==> config.mk <==
export PLATFORM = sky130hd
export DESIGN_NAME = kamikaze_imem_bridge
export DESIGN_NICKNAME = d
export VERILOG_FILES = /design/src/rtl/kamikaze_imem_bridge.sv
export SDC_FILE = /design/constraint.sdc
export NUM_CORES = 1
export LEC_CHECK = 0
export CORE_MARGIN = 2
export CORE_UTILIZATION = 46
export DETAILED_ROUTE_END_ITERATION = 8
export GPL_ROUTABILITY_DRIVEN = 0
export GPL_TIMING_DRIVEN = 0
export PLACE_DENSITY = 0.81
export SYNTH_ARGS = -nofsm -noshare
export SYNTH_HDL_FRONTEND = slang
export SYNTH_SLANG_ARGS = --single-unit
==> constraint.sdc <==
create_clock -name clk_i -period 1.8 [get_ports clk_i]
set_input_delay 0.18 -clock clk_i [delete_from_list [all_inputs] [get_ports clk_i]]
set_output_delay 0.18 -clock clk_i [all_outputs]
set_load 0.01 [all_outputs]
==> src/rtl/kamikaze_imem_bridge.sv <==
// Fetch-side responder: serves 32-bit word fetches as two 16-bit external reads (low, then high).
// Define KAMIKAZE_IMEM_BUF_EN to add a one-entry word buffer that answers repeated fetches locally.
module kamikaze_imem_bridge #(
   parameter int AW = 16
) (
   input  logic          clk_i,
   input  logic          rst_i,
   input  logic          im_req_i,
   input  logic [31:0]   im_addr_i,
   output logic [31:0]   im_data_o,
   output logic          im_valid_o,
   output logic          im_busy_o,
   input  logic          flush_i,
   output logic [AW-1:0] ext_addr_o,
   output logic          ext_rd_o,
   input  logic [15:0]   ext_data_i,
   input  logic          ext_ack_i
);

   typedef enum logic [1:0] {
      ST_IDLE = 2'd0,
      ST_LO   = 2'd1,
      ST_HI   = 2'd2,
      ST_DONE = 2'd3
   } state_t;

   state_t        state_r, state_s;
   logic [AW-2:0] word_r, word_s;
   logic [15:0]   lo_r, lo_s;
   logic [31:0]   im_data_r, im_data_s;
   logic          im_valid_r, im_valid_s;
   logic          im_busy_r, im_busy_s;
   logic          ext_rd_r, ext_rd_s;
   logic [AW-1:0] ext_addr_r, ext_addr_s;
   logic          buf_wr_s;
   logic          hit_s;
   logic [31:0]   buf_rd_s;
   logic          unused_addr_s;

   assign unused_addr_s = ^{im_addr_i[31:AW+1], im_addr_i[1:0]};

`ifdef KAMIKAZE_IMEM_BUF_EN
   logic          buf_valid_r;
   logic [AW-2:0] buf_tag_r;
   logic [31:0]   buf_data_r;

   // A flush in the request cycle forces the miss path.
   assign hit_s    = buf_valid_r && (buf_tag_r == im_addr_i[AW:2]) && !flush_i;
   assign buf_rd_s = buf_data_r;

   // Word buffer: flush dominates a simultaneous fill.
   always_ff @(posedge clk_i or negedge rst_i) begin
      if (!rst_i) begin
         buf_valid_r <= 1'b0;
         buf_tag_r   <= {(AW-1){1'b0}};
         buf_data_r  <= 32'h0000_0000;
      end else if (flush_i) begin
         buf_valid_r <= 1'b0;
      end else if (buf_wr_s) begin
         buf_valid_r <= 1'b1;
         buf_tag_r   <= word_r;
         buf_data_r  <= {ext_data_i, lo_r};
      end else begin
         buf_valid_r <= buf_valid_r;
      end
   end
`else
   logic unused_flush_s;

   assign hit_s          = 1'b0;
   assign buf_rd_s       = 32'h0000_0000;
   assign unused_flush_s = flush_i;
`endif

   // Next-state and next-output logic for the fetch sequencer.
   always_comb begin
      state_s    = state_r;
      word_s     = word_r;
      lo_s       = lo_r;
      im_data_s  = im_data_r;
      ext_rd_s   = ext_rd_r;
      ext_addr_s = ext_addr_r;
      buf_wr_s   = 1'b0;
      case (state_r)
         ST_IDLE: begin
            if (im_req_i) begin
               word_s = im_addr_i[AW:2];
               if (hit_s) begin
                  state_s   = ST_DONE;
                  im_data_s = buf_rd_s;
               end else begin
                  state_s    = ST_LO;
                  ext_addr_s = {im_addr_i[AW:2], 1'b0};
                  ext_rd_s   = 1'b1;
               end
            end else begin
               ext_rd_s = 1'b0;
            end
         end
         ST_LO: begin
            if (ext_ack_i) begin
               lo_s       = ext_data_i;
               ext_addr_s = {word_r, 1'b1};
               state_s    = ST_HI;
            end else begin
               state_s = ST_LO;
            end
         end
         ST_HI: begin
            if (ext_ack_i) begin
               im_data_s = {ext_data_i, lo_r};
               ext_rd_s  = 1'b0;
               buf_wr_s  = 1'b1;
               state_s   = ST_DONE;
            end else begin
               state_s = ST_HI;
            end
         end
         ST_DONE: begin
            state_s = ST_IDLE;
         end
         default: begin
            state_s  = ST_IDLE;
            ext_rd_s = 1'b0;
         end
      endcase
      im_valid_s = (state_s == ST_DONE);
      im_busy_s  = (state_s != ST_IDLE);
   end

   // State and registered outputs.
   always_ff @(posedge clk_i or negedge rst_i) begin
      if (!rst_i) begin
         state_r    <= ST_IDLE;
         word_r     <= {(AW-1){1'b0}};
         lo_r       <= 16'h0000;
         im_data_r  <= 32'h0000_0000;
         im_valid_r <= 1'b0;
         im_busy_r  <= 1'b0;
         ext_rd_r   <= 1'b0;
         ext_addr_r <= {AW{1'b0}};
      end else begin
         state_r    <= state_s;
         word_r     <= word_s;
         lo_r       <= lo_s;
         im_data_r  <= im_data_s;
         im_valid_r <= im_valid_s;
         im_busy_r  <= im_busy_s;
         ext_rd_r   <= ext_rd_s;
         ext_addr_r <= ext_addr_s;
      end
   end

   assign im_data_o  = im_data_r;
   assign im_valid_o = im_valid_r;
   assign im_busy_o  = im_busy_r;
   assign ext_rd_o   = ext_rd_r;
   assign ext_addr_o = ext_addr_r;

endmodule

* Word-level counts from Yosys, hierarchy flattened
Cells that the tools add are included.
Cells by class: reductions and logical operators 9, equal/unequal tests 7, mux-type cells 10
Operators with widths (count):
- 2-to-1 mux 16 bit | 2
- case mux 16 bit (2 select lines) | 1
- case mux 2 bit (4 select lines) | 1
- AND reduction 2 bit | 4
- equality test 2 bit (second input constant) | 3
- inequality test 2 bit (second input constant) | 3
- nonzero test 2 bit | 3
- 2-to-1 mux 2 bit | 2
- 2-to-1 mux 1 bit | 3
- AND reduction 3 bit | 1
- equality test 2 x 1 -> 1 bit (second input constant) | 1
- zero test 2 bit | 1
- case mux 1 bit (2 select lines) | 1
Storage, ports and cells: output and inout port bits 51, flip-flop bits (word level) 84, logic and storage cells 34, bits of input ports 53

* Longest topological paths before layout
word-level depth 3, depth in mapped cells 5, gate-level depth less buffers 3

* Least setup slack after synthesis
OpenSTA, ideal clock, no wires.
path kind register to register, start register state_r[1], end register word_r[10], clock period less this slack 1550 ps, cell stages (with the launch flop) 4, setup time 125 ps, buffers on the path 1, data arrival time 1425 ps, setup slack 250 ps, required time 1675 ps, cell sequence dfrtp_1 -> nor3b_2 -> buf_4 -> mux2_2
Between the ends: cells in the longest elaborated chain, start to end 2
Ends and longest elaborated chain:
- from (decl) | line 27 | state_t state_r, state_s;
- from (signal assigned) | line 143 | state_r <= state_s;
- zero test 2 bit | line 84 | case (state_r)
- AND reduction 2 bit (no line)
- to (signal assigned) | line 135 | word_r <= {(AW-1){1'b0}};
- to (signal assigned) | line 144 | word_r <= word_s;
- to (decl) | line 28 | logic [AW-2:0] word_r, word_s;
Every way passes these cells. A chain may end at the register's enable or synchronous reset.

* Final worst setup path
start register state_r[0], end register ext_addr_r[9] (netlist: ext_addr_o[9])
Between the ends: cells in the longest elaborated chain, start to end 3, elaborated cells on any way between the ends 7, classes of those cells 3 x eq/ne; 1 x mux; 3 x reduce/logical
Ends and longest elaborated chain:
- equality test 2 x 1 -> 1 bit / zero test 2 bit (equally long branches) | line 84
- inequality test 2 bit (no line) / nonzero test 2 bit (equally long branches)
- AND reduction 3 bit (no line)
- to (signal assigned) | line 141 | ext_addr_r <= {AW{1'b0}};
- to (signal assigned) | line 150 | ext_addr_r <= ext_addr_s;
- to (decl) | line 34 | logic [AW-1:0] ext_addr_r, ext_addr_s;
Parallel ways exist; a longest one is shown, timed or not.

==> results_dict.tcl <==
set metrics [dict create \
    cts_tree "yes" \
    cts_buffer_depth 2 \
    cts_inserted_buffers 9 \
    yosysSeqAreaShare_pct 63.2 \
    numClockSinks 84 \
    ios 104 \
    rsz0062_at_grt "false" \
    port_buffers 85 \
    cp_max_fo 10 \
    avgViaCountPerCell 4.89 \
    dr.pass1.iters 4 \
    clock_skew_ns 0.0100 \
    vdd_drop_max_mv 0.930 \
    crit_buf_inv 2 \
    status "finished, final reports clean" \
    die_h_um 89.0 \
    die-area_mm2 0.00792 \
    cellLeakagePower_nw 1.98 \
    antenna_found_initial 0 \
    seqPwrFrac_pct 38.8 \
    setup_viol 0 \
    diodes 0 \
    drt-total-wl_mm 6.31 \
    htree_levels 3 \
    avgSynthCellArea_um2 16.5 \
    worst_pin_slew_ns 0.453 \
    grt_pass1_wl_mm 9.97 \
    switching_power_mw 2.40 \
    critPathSlowestCell "dfrtp_1" \
    mappedNetlistArea_mm2 0.00332 \
    initial_utilization_pct 48.1 \
    nFillCells 531 \
    cts_setup_buffers 0 \
    slew_headroom_pct 69.8 \
    critPathArrivalTime_ns 1.94 \
    synth.distinct_cells 18 \
    postRouteAntennaNets 0 \
    clk_latency_ns 0.35 \
    cpMostUsedCell "buf_6" \
    max_stage_delay_ns 0.47 \
    period_needed_ns 1.70 \
    drive_gt1_share_pct 37.0 \
    fin_nets 353 \
    post-dp-hpwl_mm 4.27 \
    area_growth_pct 39.1 \
    switching_share_pct 27.9 \
    fp.dieW_um 89.0 \
    power_density_mw_per_mm2 1860 \
    clock-root-buffer "clkbuf_8" \
    via_count 1959 \
    p_comb_share_pct 40.6 \
    start_kind "register" \
    drt-initial-drc-count 49 \
    rows 30 \
    post-route-drc-count 0 \
    crit_family "multiplexers" \
    finalMaxSlewViolations 0 \
    grt_max_degree 64 \
    hold_violations 0 \
    post_dp_cell_area_mm2 0.00432 \
    most-common-layout-cells "84 x mux2_2, 84 x dfrtp_1, 84 x clkdlybuf4s50_1, 10 x clkbuf_8, 9 x mux2_1" \
    wl_per_cell_um 15.7 \
    cap_viol_max_count 0 \
    critPathRequiredTime_ns 2.03 \
    worstSetupPathType "reg2reg" \
    final_area_mm2 0.00462 \
    path_clk_slew_ns 0.08 \
    fin_crit_sh_pct 94.6 \
    crit_chain "nor2b_1 -> buf_6 -> buf_6 -> mux2_1 -> mux2_2" \
    syn_inst 202 \
    yosysWarnings 0 \
    synth.ff_latch_count 84 \
    globalRouteOverflowTotal 0 \
    p_clk_share_pct 20.6 \
    critPathCaptureType "register" \
    grtUsageTotal_pct 17.0 \
    fmax_ghz 0.587 \
    syn-num-nets 255 \
    total_power_mw 8.59 \
    p_int_mw 6.19 \
    hold_class "in2async" \
    grt_pass1_vias 2056 \
    core_mm2 0.00691 \
]
flip-flops by register name (all words and copies together), names as in the netlist:
| name | count |
|---|---|
| im_data_o | 32 |
| lo_r | 16 |
| im_valid_o | 1 |
| state_r | 2 |
| ext_addr_o | 16 |
| word_r | 15 |
| im_busy_o | 1 |
| ext_rd_o | 1 |
final cells by class:
| class | count | area (µm²) | area share, % |
|---|---|---|---|
| inverters | 2 | 7.51 | 0.162 |
| clock inverters | 6 | 134 | 2.90 |
| plain buffers | 8 | 65.1 | 1.41 |
| well taps | 96 | 120 | 2.60 |
| clock buffers | 10 | 138 | 2.98 |
| flip-flops and latches | 84 | 2100 | 45.5 |
| repair buffers | 87 | 886 | 19.2 |
| multi-input cells | 108 | 1170 | 25.3 |
worst reg2reg max path, stage by stage, from the launching register on:
cell,delay [ns]
dfrtp_1,0.47
nor2b_1,0.19
buf_6,0.17
buf_6,0.17
mux2_1,0.33
mux2_2,0.26
cells by family after synthesis:
| logic type | share of synthesized area, % |
|---|---|
| buffers and inverters | 1.96 |
| flip-flops | 63.2 |
| AO/OA/AOI/OAI | 1.20 |
| AND/OR/NAND/NOR | 2.11 |
| multiplexers | 31.5 |
worst paths after layout:
kind                            cells after the start                 start  slack, ns                         end
worst max-delay path                                5  state_r[0]$_DFF_PN0_        0.1   ext_addr_o[9]$_DFFE_PN0P_
worst min-delay path                                2                 rst_i       0.27  ext_addr_o[12]$_DFFE_PN0P_
worst max register to register                      5  state_r[0]$_DFF_PN0_        0.1   ext_addr_o[9]$_DFFE_PN0P_
worst min register to register                      1  ext_rd_o$_DFFE_PN0P_       0.50        ext_rd_o$_DFFE_PN0P_
max in group asynchronous                           3                 rst_i       0.94    im_data_o[2]$_DFFE_PN0P_
min in group clk_i                                  2         ext_data_i[3]       0.46         lo_r[3]$_DFFE_PN0P_
synthesized netlist by cell type (all sizes together):
cell	instances	area, µm²
nor2b	1	6.26
nor3b	1	12.5
mux2	93	1050
dfrtp	84	2100
o21ai	1	5.00
nand2b	4	25.0
a21oi	1	8.76
nand2	3	18.8
o311a	1	10.0
buf	8	57.6
a21o	1	7.51
inv	2	7.51
a211o	1	8.76
and2b	1	7.51
stage by stage:
step / setup slack, ns / setup TNS (ns) / std cells / hold slack, ns / util [%]
2_1_floorplan: 0.250 / 0 / 202 / -0.116 / -
4_1_cts: 0.0328 / 0 / 401 / 0.271 / 66.7
3_3_place_gp: -2.37 / -202.98 / 383 / 0.474 / 62.2
6_report: 0.0977 / 0 / 401 / 0.270 / 66.9
3_5_place_dp: -0.274 / -4.58 / 384 / 0.0974 / 62.6
5_1_grt: 0.00205 / 0 / 401 / 0.285 / 66.9
metal layers:
metal	part of all wire (%)	vias to the layer above	GRT usage, %
li1	-	908	-
met1	43	979	21.5
met2	46	66	26.1
met3	9.2	6	8.13
met4	0.87	0	5.70
met5	0	-	0
power groups by stage:
stage,Sequential [mW],Combinational (mW),Clock (mW)
2_1_floorplan,3.56,1.65,0
3_3_place_gp,3.31,3.43,0
3_5_place_dp,3.37,3.51,0
4_1_cts,3.34,3.53,1.81
5_1_grt,3.45,3.76,1.90
6_report,3.33,3.49,1.77
what timing repair did:
item,in CTS,in global routing
setup endpoints to repair,8,37
hold endpoints to repair,21,0
gates resized for setup,1,4
cloned,0,0
hold buffers,1,0
Note: power is estimated with default switching activity, not from simulation.
